`src/rtl/coef_mac_pkg.sv`:
```
// coef_mac_pkg: shared widths, init pattern and default constants for coef_table_mac
package coef_mac_pkg;
  localparam int MULB_DEF = 3;
  localparam int TEMP_DEF = 21;
  localparam int MULZ_DEF = 11;
  localparam int ZVAL_DEF = 1;
  function automatic int idx_w(input int n);
    return (n > 1) ? $clog2(n) : 1;
  endfunction
  function automatic int init_val(input int r, input int c, input int cols, input int w);
    int v;
    v = r * cols + c;
    return (w >= 31) ? v : (v & ((1 << w) - 1));
  endfunction
endpackage

```
`src/rtl/coef_table_regs.sv`:
```
// coef_table_regs: coefficient register table with write port, reload and guarded combinational read
module coef_table_regs
  import coef_mac_pkg::*;
#(
  parameter int W    = 8,
  parameter int ROWS = 4,
  parameter int COLS = 4
) (
  input  logic                     clk,
  input  logic                     rst,
  input  logic                     wr_en,
  input  logic [idx_w(ROWS)-1:0]   wr_row,
  input  logic [idx_w(COLS)-1:0]   wr_col,
  input  logic [W-1:0]             wr_data,
  input  logic                     reload,
  input  logic [idx_w(ROWS)-1:0]   rd_row,
  input  logic [idx_w(COLS)-1:0]   rd_col,
  output logic [W-1:0]             rd_data
);
  logic [W-1:0] tab [ROWS][COLS];
  logic         wr_ok;
  logic         rd_ok;
  assign wr_ok   = (int'(wr_row) < ROWS) && (int'(wr_col) < COLS);
  assign rd_ok   = (int'(rd_row) < ROWS) && (int'(rd_col) < COLS);
  assign rd_data = rd_ok ? tab[rd_row][rd_col] : '0;
  // Reset and reload restore the index pattern; reload beats a same-cycle write
  always_ff @(posedge clk or posedge rst) begin
    if (rst) begin
      for (int r = 0; r < ROWS; r++)
        for (int c = 0; c < COLS; c++)
          tab[r][c] <= W'(init_val(r, c, COLS, W));
    end else if (reload) begin
      for (int r = 0; r < ROWS; r++)
        for (int c = 0; c < COLS; c++)
          tab[r][c] <= W'(init_val(r, c, COLS, W));
    end else if (wr_en && wr_ok) begin
      tab[wr_row][wr_col] <= wr_data;
    end
  end
endmodule

```
`src/rtl/coef_table_mac.sv`:
```
// coef_table_mac: pipelined XOUT = A - MULB*B - TEMP*tab[row][col] + MULZ*ZVAL modulo 2^W
module coef_table_mac
  import coef_mac_pkg::*;
#(
  parameter int W    = 8,
  parameter int ROWS = 4,
  parameter int COLS = 4,
  parameter int MULB = MULB_DEF,
  parameter int TEMP = TEMP_DEF,
  parameter int MULZ = MULZ_DEF,
  parameter int ZVAL = ZVAL_DEF
) (
  input  logic                     CLK,
  input  logic                     RST,
  input  logic                     IN_VALID,
  output logic                     IN_READY,
  input  logic [W-1:0]             A,
  input  logic [W-1:0]             B,
  input  logic [idx_w(ROWS)-1:0]   ROW,
  input  logic [idx_w(COLS)-1:0]   COL,
  input  logic                     WR_EN,
  input  logic [idx_w(ROWS)-1:0]   WR_ROW,
  input  logic [idx_w(COLS)-1:0]   WR_COL,
  input  logic [W-1:0]             WR_DATA,
  input  logic                     RELOAD,
  output logic                     OUT_VALID,
  input  logic                     OUT_READY,
  output logic [W-1:0]             XOUT
);
  localparam logic [W-1:0] MB = W'(MULB);
  localparam logic [W-1:0] TC = W'(TEMP);
  localparam logic [W-1:0] MZ = W'(MULZ * ZVAL);
  logic         stall;
  logic         v1, v2, v3;
  logic [W-1:0] a1, b1, c1, p2, q2, d3, coef;
  assign stall    = OUT_VALID && !OUT_READY;
  assign IN_READY = !stall;
  coef_table_regs #(.W(W), .ROWS(ROWS), .COLS(COLS)) u_tab (
    .clk     (CLK),
    .rst     (RST),
    .wr_en   (WR_EN),
    .wr_row  (WR_ROW),
    .wr_col  (WR_COL),
    .wr_data (WR_DATA),
    .reload  (RELOAD),
    .rd_row  (ROW),
    .rd_col  (COL),
    .rd_data (coef)
  );
  // Accept stage: operands and the coefficient are frozen here, later table edits cannot touch them
  always_ff @(posedge CLK or posedge RST) begin
    if (RST) begin
      v1 <= 1'b0;
      a1 <= '0;
      b1 <= '0;
      c1 <= '0;
    end else if (!stall) begin
      v1 <= IN_VALID;
      a1 <= A;
      b1 <= B;
      c1 <= coef;
    end
  end
  // Product stage: both products wrap to W bits
  always_ff @(posedge CLK or posedge RST) begin
    if (RST) begin
      v2 <= 1'b0;
      p2 <= '0;
      q2 <= '0;
    end else if (!stall) begin
      v2 <= v1;
      p2 <= a1 - MB * b1;
      q2 <= TC * c1;
    end
  end
  // Difference stage: split from the final add so a result appears three edges after accept
  always_ff @(posedge CLK or posedge RST) begin
    if (RST) begin
      v3 <= 1'b0;
      d3 <= '0;
    end else if (!stall) begin
      v3 <= v2;
      d3 <= p2 - q2;
    end
  end
  // Output register: XOUT only changes when a real result lands, so it stays put across bubbles and stalls
  always_ff @(posedge CLK or posedge RST) begin
    if (RST) begin
      OUT_VALID <= 1'b0;
      XOUT      <= '0;
    end else if (!stall) begin
      OUT_VALID <= v3;
      XOUT      <= v3 ? d3 + MZ : XOUT;
    end
  end
endmodule
```
`config.mk`:
```
export PLATFORM = sky130hd
export DESIGN_NAME = coef_table_mac
export DESIGN_NICKNAME = d
export VERILOG_FILES = /design/src/rtl/coef_mac_pkg.sv /design/src/rtl/coef_table_regs.sv /design/src/rtl/coef_table_mac.sv
export SDC_FILE = /design/constraint.sdc
export NUM_CORES = 1
export LEC_CHECK = 0
export ABC_AREA = 1
export BUFFER_PORTS_ARGS = -buffer_cell sky130_fd_sc_hd__buf_2
export CAP_MARGIN = 20
export CORE_MARGIN = 8
export CORE_UTILIZATION = 55
export CTS_CLUSTER_SIZE = 20
export DETAILED_ROUTE_END_ITERATION = 8
export GPL_ROUTABILITY_DRIVEN = 0
export GPL_TIMING_DRIVEN = 0
export MAX_ROUTING_LAYER = met4
export PLACE_DENSITY_LB_ADDON = 0.25
export SLEW_MARGIN = 10
export SYNTH_ARGS = -nofsm -noshare
export SYNTH_HDL_FRONTEND = slang
export SYNTH_SLANG_ARGS = --single-unit
```
`constraint.sdc`:
```
create_clock -name CLK -period 6.9 [get_ports CLK]
set_input_delay 0.69 -clock CLK [delete_from_list [all_inputs] [get_ports CLK]]
set_output_delay 0.69 -clock CLK [all_outputs]
set_load 0.005 [all_outputs]
```
==> summary.md, run 1 <==
| Metric | Value |
|---|---|
| Distinct cells, synth | `29` |
| Die width | `about 150 µm` |
| CP endpoint kind | `output port` |
| Most used cell, CP | `buf_2` |
| Post-synth EDFFs | `0` |
| Clock-pin slew on the worst setup and hold paths | `about 60 ps` |
| PwrDens | `approximately 340 nW/µm²` |
| Max Freq | `slightly above 0.4 GHz` |
| Die Ht | `about 150 µm` |
| Cell Rows | `48` |
| Fillers | `about 1500` |
| Layout Cells excl Fill | `about 1500` |
| Hpwl dp | `~19000 µm` |
| Die area | `about 22000 µm²` |
| Multi-input gate area | `roughly 4300 µm²` |
| Hold-fix buffers, CTS | `0` |
| CP max FO | `10` |
| Status | `finished, final reports clean` |
| # H-tree levels | `4` |
| DR DRC count | `0` |
| Post-synth top area share | `about 40%` |
| Final cell utilization of the core | `around 63%` |
| Final Hold Fails | `0` |
| Top FF cell, synth | `dfrtp_1` |
| RSZ-0062 raised after global routing | `false` |
| CTS sink count | `188` |
| Setup Viol. Count Final | `0` |
| Grt total ovfl | `0` |
| Initial antenna violation count | `0` |
| Port Buffers | `43` |
| Clock Path Buffers | `2` |
| Avg Inst Size Synth | `~8.0 µm²` |
| Fin. max-slew vios | `0` |
| Minimum clock period | `2450 ps` |
| Top cells by area, synth | `dfrtp_1, nand2_1, nand3_1` |
| Synth warn | `0` |
| Clock Latency Late Sink | `440 ps` |
| Slowest CP cell | `dfrtp_1` |
| Max-cap check violation count | `0` |
| Initial Utilization | `roughly 56%` |
| Wire per inst | `about 18 µm` |
| Max IR drop VDD | `0.245 mV` |
| Mapped Nets | `1284` |
| Vias post-DR | `8564` |
| Pin count of the biggest net entering global routing | `roughly 110` |
| Fraction of registers with async set/reset | `100%` |
| Final period utilization | `a little over a third` |
| Root Buffer | `clkbuf_16` |
| CTS buffer count | `17` |
| Fin Hold WS | `between 300 and 400 ps` |
| Total wire length | `26800 µm` |
| Core box area | `between 15000 and 20000 µm²` |
| Vias/cell | `5.66` |
| Area grow syn2layout | `11.1%` |
| Antenna-violating nets left | `0` |
| Final Skew | `11.5 ps` |
| Yosys top cell by area | `dfrtp_1` |
| Synth Register Bits | `approximately 190` |
| Num ports | `48` |
| Drt first-iter violations | `slightly below 800` |
| Post_cts resized | `0` |
| Startpoint Class | `flip-flop` |
| Crit-path cells | `inv_1, nor2_1, inv_1, buf_2, buf_2, buf_2` |
| Share of cells above drive strength 1 | `between 10% and 20%` |
| CTS tree | `done` |
| Layout Nets | `roughly 1300` |
| Total track usage | `between 20% and 30%` |
| Relative slew slack | `between 40% and 50%` |
| Required @ worst endpoint | `6210 ps` |
| First-pass GRT wire length | `roughly 44000 µm` |
| Pre-Repair DR Iteration Count | `5` |
| HP Class | `input port to async pin` |
| ANT cells | `0` |
| Setup CP Type | `flip-flop to output port` |
| Flip-flop and latch area | `4740 µm²` |
| Postcts setup bufs | `0` |
| Vias in the first global route | `between 8000 and 9000` |
| Mapped Area | `9740 µm²` |
| Worst Path Arrival | `approximately 1800 ps` |
| DP Cell Count | `approximately 1500` |
| Leakage Power | `approximately 5.3 nW` |
| Worst-margin pin slew | `slightly below 800 ps` |
| Worst path max stage delay | `about 370 ps` |
| Post-Synthesis Cells | `between 1000 and 1500` |
| Post-synthesis sequential area ratio | `48.7%` |
## cell type report
cell class                 instances  share of cell area, %
buffer                            70                   3.91
clock buffer                      24                   4.56
clock inverter                     8                  0.544
inverter                          72                   2.57
multi-input combinational        881                   39.7
sequential                       188                   43.9
tap                              225                   2.60
timing repair buffer              44                   2.24
## worst paths after layout
path / slack (ps) / to / from / cells after the start
worst max-delay path: 4450 / IN_READY / OUT_VALID / 6
worst min-delay path: 370 / XOUT[2] / RST / 2
worst max register to register: 4460 / q2[7] / c1[1] / 12
worst min register to register: 480 / XOUT[6] / XOUT[6] / 2
max in group asynchronous: 5630 / u_tab.tab[105] / RST / 3
min in group CLK: 440 / a1[6] / A[6] / 3
## cells in the final DEF, fill, tap and decap left out, types with 2 or more instances in the layout
cell type	count
clkbuf_16	18
clkinv_4	3
buf_4	6
xor2_1	10
or2_2	2
clkbuf_2	2
buf_2	85
clkbuf_1	10
clkinv_2	2
a21oi_1	37
inv_1	69
o21ai_0	133
dfstp_2	32
inv_2	2
a31oi_1	3
nor2_1	56
ha_1	26
nand3_1	219
buf_6	11
clkbuf_8	2
nand4_1	10
xnor2_1	3
buf_1	3
dfrtp_1	156
fa_1	9
nand2_1	366
## synthesized netlist by cell type, types with 3 or more instances
cell	count
ha_1	26
dfstp_2	32
a31oi_1	3
inv_1	70
buf_1	3
a21oi_1	37
nand2_1	366
clkbuf_1	6
nor2_1	56
buf_6	11
xnor2_1	3
xor2_1	10
buf_4	6
buf_2	42
nand3_1	219
o21ai_0	133
nand4_1	10
dfrtp_1	156
fa_1	9
## logic make-up after synthesis
kind of cell / after synthesis / share of synthesized area [%]
buf+inv: 142 / 7.12
fa+ha+maj: 35 / 5.19
compound gates: 177 / 9.23
xor+xnor: 13 / 1.17
simple gates: 656 / 28.6
flops: 188 / 48.7
## layer usage
metal,GRT usage (%),wire length (µm),vias to the layer above
li1,-,-,4110
met1,31.8,11100,4031
met2,40.3,12700,354
met3,5.89,2090,69
met4,11.6,975,0
met5,-,0,-
## state kept, by name, summed over array words and instances, names as in the netlist
| signal | cells |
|---|---|
| XOUT | 8 |
| q2 | 8 |
| v3 | 1 |
| u_tab.tab | 128 |
| c1 | 8 |
| p2 | 8 |
| b1 | 8 |
| v1 | 1 |
| d3 | 8 |
| OUT_VALID | 1 |
| a1 | 8 |
| v2 | 1 |
## report_power, final
part	total, mW	internal, mW	switching, mW
registers	1.40	1.29	0.113
logic	1.33	0.513	0.821
clock network	0.929	0.504	0.425
## metrics by stage
| step | TNS (ps) | setup WS (ps) | instance area, µm² | power, mW |
|---|---|---|---|---|
| after floorplan | 0 | 1150 | 9740 | 2.40 |
| after global placement | -146820 | -957 | 10200 | 2.71 |
| after detailed placement | 0 | 4490 | 10300 | 2.75 |
| after CTS | 0 | 4430 | 10800 | 3.68 |
| after global routing | 0 | 4230 | 10800 | 3.96 |
| final | 0 | 4450 | 10800 | 3.67 |
## worst max-delay path, delay by kind of cell (launching register included)
kind          cells  cell delay (ps)
flops             1              370
buf+inv           5              900
simple gates      1               50
(Power assumes the default switching activity.)
==> run 2: changes to the inputs <==
--- a/config.mk
+++ b/config.mk
@@ -5,7 +5,7 @@
 export SDC_FILE = /design/constraint.sdc
 export NUM_CORES = 1
 export LEC_CHECK = 0
-export ABC_AREA = 1
+export ABC_AREA = 0
 export BUFFER_PORTS_ARGS = -buffer_cell sky130_fd_sc_hd__buf_2
 export CAP_MARGIN = 20
 export CORE_MARGIN = 8
==> constraint.sdc (replaced) <==
create_clock -name CLK -period 2.15 [get_ports CLK]
set_input_delay 0.215 -clock CLK [delete_from_list [all_inputs] [get_ports CLK]]
set_output_delay 0.215 -clock CLK [all_outputs]
set_load 0.005 [all_outputs]
==> summary.md, run 2 <==
| Metric | Value |
|---|---|
| Root Buffer | `clkbuf_16` |
| Worst hold start | `WR_DATA[2]` |
| RSZ-0062 raised after global routing | `true` |
| Comb power frac | `40.2% (+3.8 points)` |
| Clock Latency Late Sink | `440 ps (about the same)` |
| Initial Utilization | `55.8% (-0.44 points)` |
| Post-synthesis sequential area ratio | `49.5% (+0.73 points)` |
| Grt total ovfl | `0 (unchanged)` |
| Yosys top cell by area | `dfrtp_1` |
| Synth warn | `0 (unchanged)` |
| Commonest non-fill, non-tap cell in the layout | `dfrtp_1` |
| Area grow syn2layout | `17.6%` |
| Num ports | `48 (unchanged)` |
| Critical Path Source | `a1[2]` |
| Die width | `148 µm (-0.66%)` |
| Reg power frac | `34.1% (-4.2 points)` |
| Failing checks | `setup timing` |
| Clk pwr share | `25.8% (+0.5 points)` |
| Switching Power | `4.57 mW (+240%)` |
| R2R Setup Slk | `-40 ps (-4500 ps)` |
| Minimum clock period | `~2200 ps` |
| Total wire length | `24800 µm (-7.5%)` |
| Mapped Nets | `950 (-26%)` |
| Port Buffers | `42 (-2.3%)` |
| Reg2reg start | `a1[2]` |
| Cell Rows | `48 (unchanged)` |
| Final Skew | `9.25 ps (-2.25 ps)` |
| First-pass GRT wire length | `40200 µm (-7.9%)` |
| Total track usage | `24.4% (-1.5 points)` |
| Final period utilization | `102%` |
| Max Freq | `about 0.46 GHz` |
| Synth Register Bits | `188 (unchanged)` |
| Startpoint Class | `flip-flop` |
| Status | `finished, violations left` |
| Layout Nets | `1045 (-22%)` |
| CP endpoint kind | `flip-flop` |
| Tot Pwr | `13.1 mW (+260%)` |
| Fin. max-slew vios | `0 (unchanged)` |
| DR DRC count | `0 (unchanged)` |
| Max-cap check violation count | `0 (unchanged)` |
| HP Class | `input port to flip-flop` |
| Top post-synthesis cells by count | `dfrtp_1, nand2_1, nor2_1, mux2i_1, a21oi_1` |
| Pin count of the biggest net entering global routing | `38 (-65%)` |
| CTS tree | `done` |
| Drt first-iter violations | `631 (-20%)` |
| Leakage Power | `5.10 nW (-3.0%)` |
| Antenna-violating nets left | `0 (unchanged)` |
| Setup_tns | `-64.0 ps (-64.0 ps)` |
| Vias in the first global route | `7402 (-12%)` |
| Distinct cells, synth | `48 (+66%)` |
| Top cells by area, synth | `dfrtp_1, mux2i_1, dfstp_2` |
| Setup Viol. Count Final | `3 (+3)` |
| Vias/cell | `5.79 (+2.2%)` |
| Most flop-heavy register | `u_tab.tab` |
| Top-count cell post-synth | `dfrtp_1` |
| Number of flip-flops in the largest register | `128 (unchanged)` |
| Clock Path Buffers | `2 (unchanged)` |
| Die area | `21900 µm² (-1.3%)` |
| Final Hold Fails | `0 (unchanged)` |
| CTS sink count | `188 (unchanged)` |
| Hpwl dp | `16700 µm (-12%)` |
| Max IR drop VDD | `1.06 mV (+330%)` |
| Post-synth EDFFs | `0 (unchanged)` |
| Post-synth top area share | `40.7% (+0.60 points)` |
| Initial antenna violation count | `0 (unchanged)` |
| Sw Ratio | `35.0% (-2.1 points)` |
| Avg Inst Size Synth | `10.9 µm² (+36%)` |
| Die Ht | `148 µm (-0.66%)` |
| PwrDens | `1160 nW/µm² (+240%)` |
| Pre-Repair DR Iteration Count | `5 (unchanged)` |
| ANT cells | `0 (unchanged)` |
| Top FF cell, synth | `dfrtp_1` |
| Int Power | `8.50 mW (+270%)` |
| Vias post-DR | `7005 (-18%)` |
| Share of cells above drive strength 1 | `20.9% (+7.5 points)` |
| Most frequent cells in the layout | `dfrtp_1, nand2_1, nor2_1` |
| Final WS setup | `-40.2 ps (-4490 ps)` |
| Required @ worst endpoint | `2460 ps (-3750 ps)` |
| Fraction of registers with async set/reset | `100% (unchanged)` |
| Wire per inst | `20.5 µm (+16%)` |
| Core box area | `17200 µm² (-0.69%)` |
| Mapped Area | `9590 µm² (-1.5%)` |
| Relative slew slack | `23.9% (-25 points)` |
| # H-tree levels | `4 (unchanged)` |
| CP max FO | `4 (-6)` |
| Setup CP Type | `flip-flop to flip-flop` |
| Worst Path Arrival | `2500 ps (+740 ps)` |
| Post-Synthesis Cells | `877 (-28%)` |
| Worst-margin pin slew | `1130 ps (+367 ps)` |
| Clock-pin slew on the worst setup and hold paths | `70 ps (about the same)` |
| CTS buffer count | `17 (unchanged)` |
-- run 2: changes by cell type after synthesis, moves of 27 or more --
cell      before  now
clkbuf_1       6   33
nand2_1      366  130
buf_2         42    9
mux2i_1        0   99
nand3_1      219   21
inv_1         70   25
o21ai_0      133   34
nor2_1        56  108
mux4_2         0   27
-- run 2: layout make-up --
type	instances	area, µm²
fill	1355	5900
buffer	50	238
tap	225	282
sequential	188	4740
clock inverter	13	178
multi-input combinational	612	4690
inverter	27	105
clock buffer	19	443
timing repair buffer	76	593
-- run 2: kinds of logic (layout without fill, tap and decap cells) --
| logic type | after synthesis | after routing | synth area share (%) |
|---|---|---|---|
| and+or+nand+nor | 301 | 301 | 13.5 |
| DFF | 188 | 188 | 49.5 |
| muxes | 139 | 139 | 19.0 |
| AOI/OAI and AO/OA | 114 | 114 | 7.15 |
| buffers and inverters | 77 | 185 | 3.54 |
| adders and majority gates | 35 | 35 | 5.27 |
| xor gates and xnor gates | 23 | 23 | 2.10 |
-- run 2: what timing repair did --
action / 4_1_cts / 5_1_grt
hold endpoints to repair: 26 / 0
hold buffers: 18 / 0
endpoints found under the setup margin: 5 / 6
pin swaps: 9 / 9
buffers inserted: 5 / 5
gates resized for setup: 17 / 10
-- run 2: power by group through the flow --
stage,combinational [mW],sequential (mW),clock (mW)
floorplan,3.24,4.41,0
global placement,4.08,4.49,0
detailed placement,4.28,4.51,0
CTS,4.77,4.45,3.41
global route,5.81,4.52,3.54
finish,5.25,4.45,3.37
-- run 2: path summary, 6_finish.rpt --
check                            endpoint  cells past startpoint
max                                 p2[7]                      7
min                        u_tab.tab[114]                      3
max reg2reg                         p2[7]                      7
min reg2reg                       XOUT[0]                      2
max in group asynchronous  u_tab.tab[125]                      7
min in group asynchronous         XOUT[7]                      3
-- run 2: metal layers --
| metal | up-vias | track usage, % | wire (µm) |
|---|---|---|---|
| li1 | 3228 | - | - |
| met1 | 3502 | 30.0 | 10400 |
| met2 | 226 | 39.6 | 12400 |
| met3 | 49 | 4.47 | 1280 |
| met4 | 0 | 9.74 | 727 |
| met5 | - | - | 0 |
-- run 2: critical path, stage by stage, from the launching register on --
cell      delay (ps)
dfrtp_1          400
fa_1             600
ha_4             230
o211ai_1         250
o21ai_2          110
o31ai_2          230
xnor2_1          160
o21ai_1           80
-- run 2: stage by stage --
stage	hold slack [ps]	std cells	utilization, %	instance area (µm²)	worst slack [ps]
finish	93.2	1210	65.6	11300	-40.2
CTS	83.9	1205	65.0	11200	-122
global placement	413	1144	58.8	10100	-1690
floorplan	327	877	-	9610	-459
detailed placement	279	1150	59.6	10200	-193
global route	99.3	1210	65.6	11300	-122
==> run 3: changes to the inputs <==
--- a/config.mk
+++ b/config.mk
@@ -12,10 +12,9 @@
 export CORE_UTILIZATION = 55
 export CTS_CLUSTER_SIZE = 20
 export DETAILED_ROUTE_END_ITERATION = 8
-export GPL_ROUTABILITY_DRIVEN = 0
 export GPL_TIMING_DRIVEN = 0
 export MAX_ROUTING_LAYER = met4
-export PLACE_DENSITY_LB_ADDON = 0.25
+export PLACE_DENSITY = 0.76
 export SLEW_MARGIN = 10
 export SYNTH_ARGS = -nofsm -noshare
 export SYNTH_HDL_FRONTEND = slang
==> summary.md, run 3 (synthesis results as in run 2) <==
| Metric | Value |
|---|---|
| DP Cell Count | `1150 (unchanged)` |
| Initial Utilization | `55.8% (unchanged)` |
| Number of flip-flops in the largest register | `128 (unchanged)` |
| Status | `finished, violations left` |
| Cell Rows | `48 (unchanged)` |
| Pre-Repair DR Iteration Count | `6 (+1)` |
| Worst path max stage delay | `590 ps (about the same)` |
| Startpoint Class | `flip-flop` |
| Die area | `21900 µm² (unchanged)` |
| Num ports | `48 (unchanged)` |
| Total track usage | `23.8% (-0.66 points)` |
| First-pass GRT wire length | `39300 µm (-2.2%)` |
| Required @ worst endpoint | `2450 ps (about the same)` |
| Critical Path Source | `a1[2]` |
| Clock Path Buffers | `2 (unchanged)` |
| Vias in the first global route | `7483 (+1.1%)` |
| Die width | `148 µm (unchanged)` |
| Hpwl dp | `16900 µm (+0.94%)` |
| Die Ht | `148 µm (unchanged)` |
| CP max FO | `4 (unchanged)` |
| Final Hold Fails | `0 (unchanged)` |
| Share of cells above drive strength 1 | `20.3% (-0.59 points)` |
| Drt first-iter violations | `487 (-23%)` |
| Fin. max-slew vios | `0 (unchanged)` |
| Reg2reg start | `a1[2]` |
| Clock Latency Late Sink | `440 ps (about the same)` |
| Worst-margin pin slew | `1000 ps (-131 ps)` |
| Slowest CP cell | `fa_1` |
| Grt total ovfl | `0 (unchanged)` |
| Most frequent cells in the layout | `dfrtp_1, nand2_1, nor2_1` |
| ANT cells | `0 (unchanged)` |
| Setup Viol. Count Final | `1 (-2)` |
| Leakage Power | `5.05 nW (-0.91%)` |
| Minimum clock period | `2160 ps (-30.5 ps)` |
| DR DRC count | `0 (unchanged)` |
| Max-cap check violation count | `0 (unchanged)` |
| PwrDens | `1130 nW/µm² (-2.6%)` |
| Layout Nets | `1039 (-0.57%)` |
| Routability cong. | `around 0.86` |
| Port Buffers | `42 (unchanged)` |
| Pin count of the biggest net entering global routing | `37 (-2.6%)` |
| Total wire length | `24600 µm (-1.0%)` |
| Vias/cell | `5.91 (+2.1%)` |
| Final period utilization | `100% (-1.4 points)` |
| CTS sink count | `188 (unchanged)` |
| Setup_tns | `-9.72 ps (+54.3 ps)` |
| Max IR drop VDD | `0.881 mV (-17%)` |
| Clock-pin slew on the worst setup and hold paths | `70 ps (about the same)` |
| CTS tree | `done` |
| Commonest non-fill, non-tap cell in the layout | `dfrtp_1` |
| R2R Setup Slk | `-10 ps (+30 ps)` |
| Critical Path End | `p2[7]` |
| Reg2Reg Depth | `7 (unchanged)` |
| Most flop-heavy register | `u_tab.tab` |
| Relative slew slack | `32.7% (+8.8 points)` |
| Crit-path cells | `fa_1, ha_4, o211ai_1, o21ai_2, o31ai_2, xnor2_1, o21ai_1` |
| Core box area | `17200 µm² (unchanged)` |
| Failing checks | `setup timing` |
| Worst Path Arrival | `2460 ps (-40 ps)` |
| HP Class | `input port to flip-flop` |
| CTS buffer count | `17 (unchanged)` |
| Vias post-DR | `7114 (+1.6%)` |
| Antenna-violating nets left | `0 (unchanged)` |
| Root Buffer | `clkbuf_16` |
| Layout Cells excl Fill | `1204 (-0.50%)` |
| Setup CP Type | `flip-flop to flip-flop` |
| Max Freq | `0.463 GHz (+1.4%)` |
| Final Skew | `8.71 ps (-0.533 ps)` |
| Wire per inst | `20.4 µm (-0.50%)` |
| RSZ-0062 raised after global routing | `true` |
| # H-tree levels | `4 (unchanged)` |
| Initial antenna violation count | `0 (unchanged)` |
| Final WS setup | `-9.72 ps (+30.5 ps)` |
| Area grow syn2layout | `16.6%` |
| CP endpoint kind | `flip-flop` |
| R2R Path End | `p2[7]` |
[run 3: what timing repair did]
action / CTS / global route
resized for setup: 16 / 7
pin swaps: 6 / 3
buffers inserted: 4 / 1
setup endpoints to repair: 5 / 5
hold endpoints to repair: 51 / 0
hold buffers: 17 / 0
[run 3: where the power goes]
part,internal [mW],switching (mW)
clock network,1.70,1.55
logic,2.35,2.57
registers,4.09,0.368
[run 3: cell type report]
type                            instances  area, µm²
Buffer                                 50        238
Timing Repair Buffer                   70        538
Tap cell                              225        282
Clock buffer                           18        439
Multi-Input combinational cell        612       4670
Inverter                               27        105
Fill cell                            1364       5990
Sequential cell                       188       4750
Clock inverter                         14        169
[run 3: how the worst min path moves through the flow]
stage | from | to | slack, ps | depth (start not counted)
2_1_floorplan | IN_VALID | v1 | 330 | 2
3_3_place_gp | A[3] | a1[3] | 410 | 3
3_5_place_dp | RST | XOUT[2] | 170 | 2
4_1_cts | B[5] | b1[5] | 0.04 | 3
5_1_grt | B[5] | b1[5] | 40 | 3
6_report | B[5] | b1[5] | 10 | 3
[run 3: layer usage]
| metal | global-route usage, % | part of all wire (%) | wire length (µm) |
|---|---|---|---|
| met3 | 4.53 | 5.6 | 1390 |
| met2 | 40.0 | 51 | 12400 |
| met1 | 27.9 | 40 | 9940 |
| met4 | 9.13 | 3.4 | 837 |
| met5 | - | 0 | 0 |
[run 3: through the flow]
| step | hold WS, ps | setup WS [ps] | util, % | power [mW] | instance area [µm²] |
|---|---|---|---|---|---|
| final | 14.9 | -9.72 | 65.1 | 12.6 | 11200 |
| after global routing | 36.4 | -121 | 65.1 | 13.4 | 11200 |
| after CTS | 0.0369 | -32.1 | 64.8 | 12.4 | 11100 |
| after detailed placement | 167 | -194 | 59.5 | 8.76 | 10200 |
| after global placement | 414 | -1670 | 58.8 | 8.55 | 10100 |
| after floorplan | 327 | -459 | - | 7.65 | 9610 |
[run 3: worst max-delay path: cells and delay by family (launching register included)]
kind | cells | cell delay [ps]
AOI/OAI and AO/OA | 4 | 640
adders and majority gates | 2 | 820
xor gates and xnor gates | 1 | 150
DFF | 1 | 410
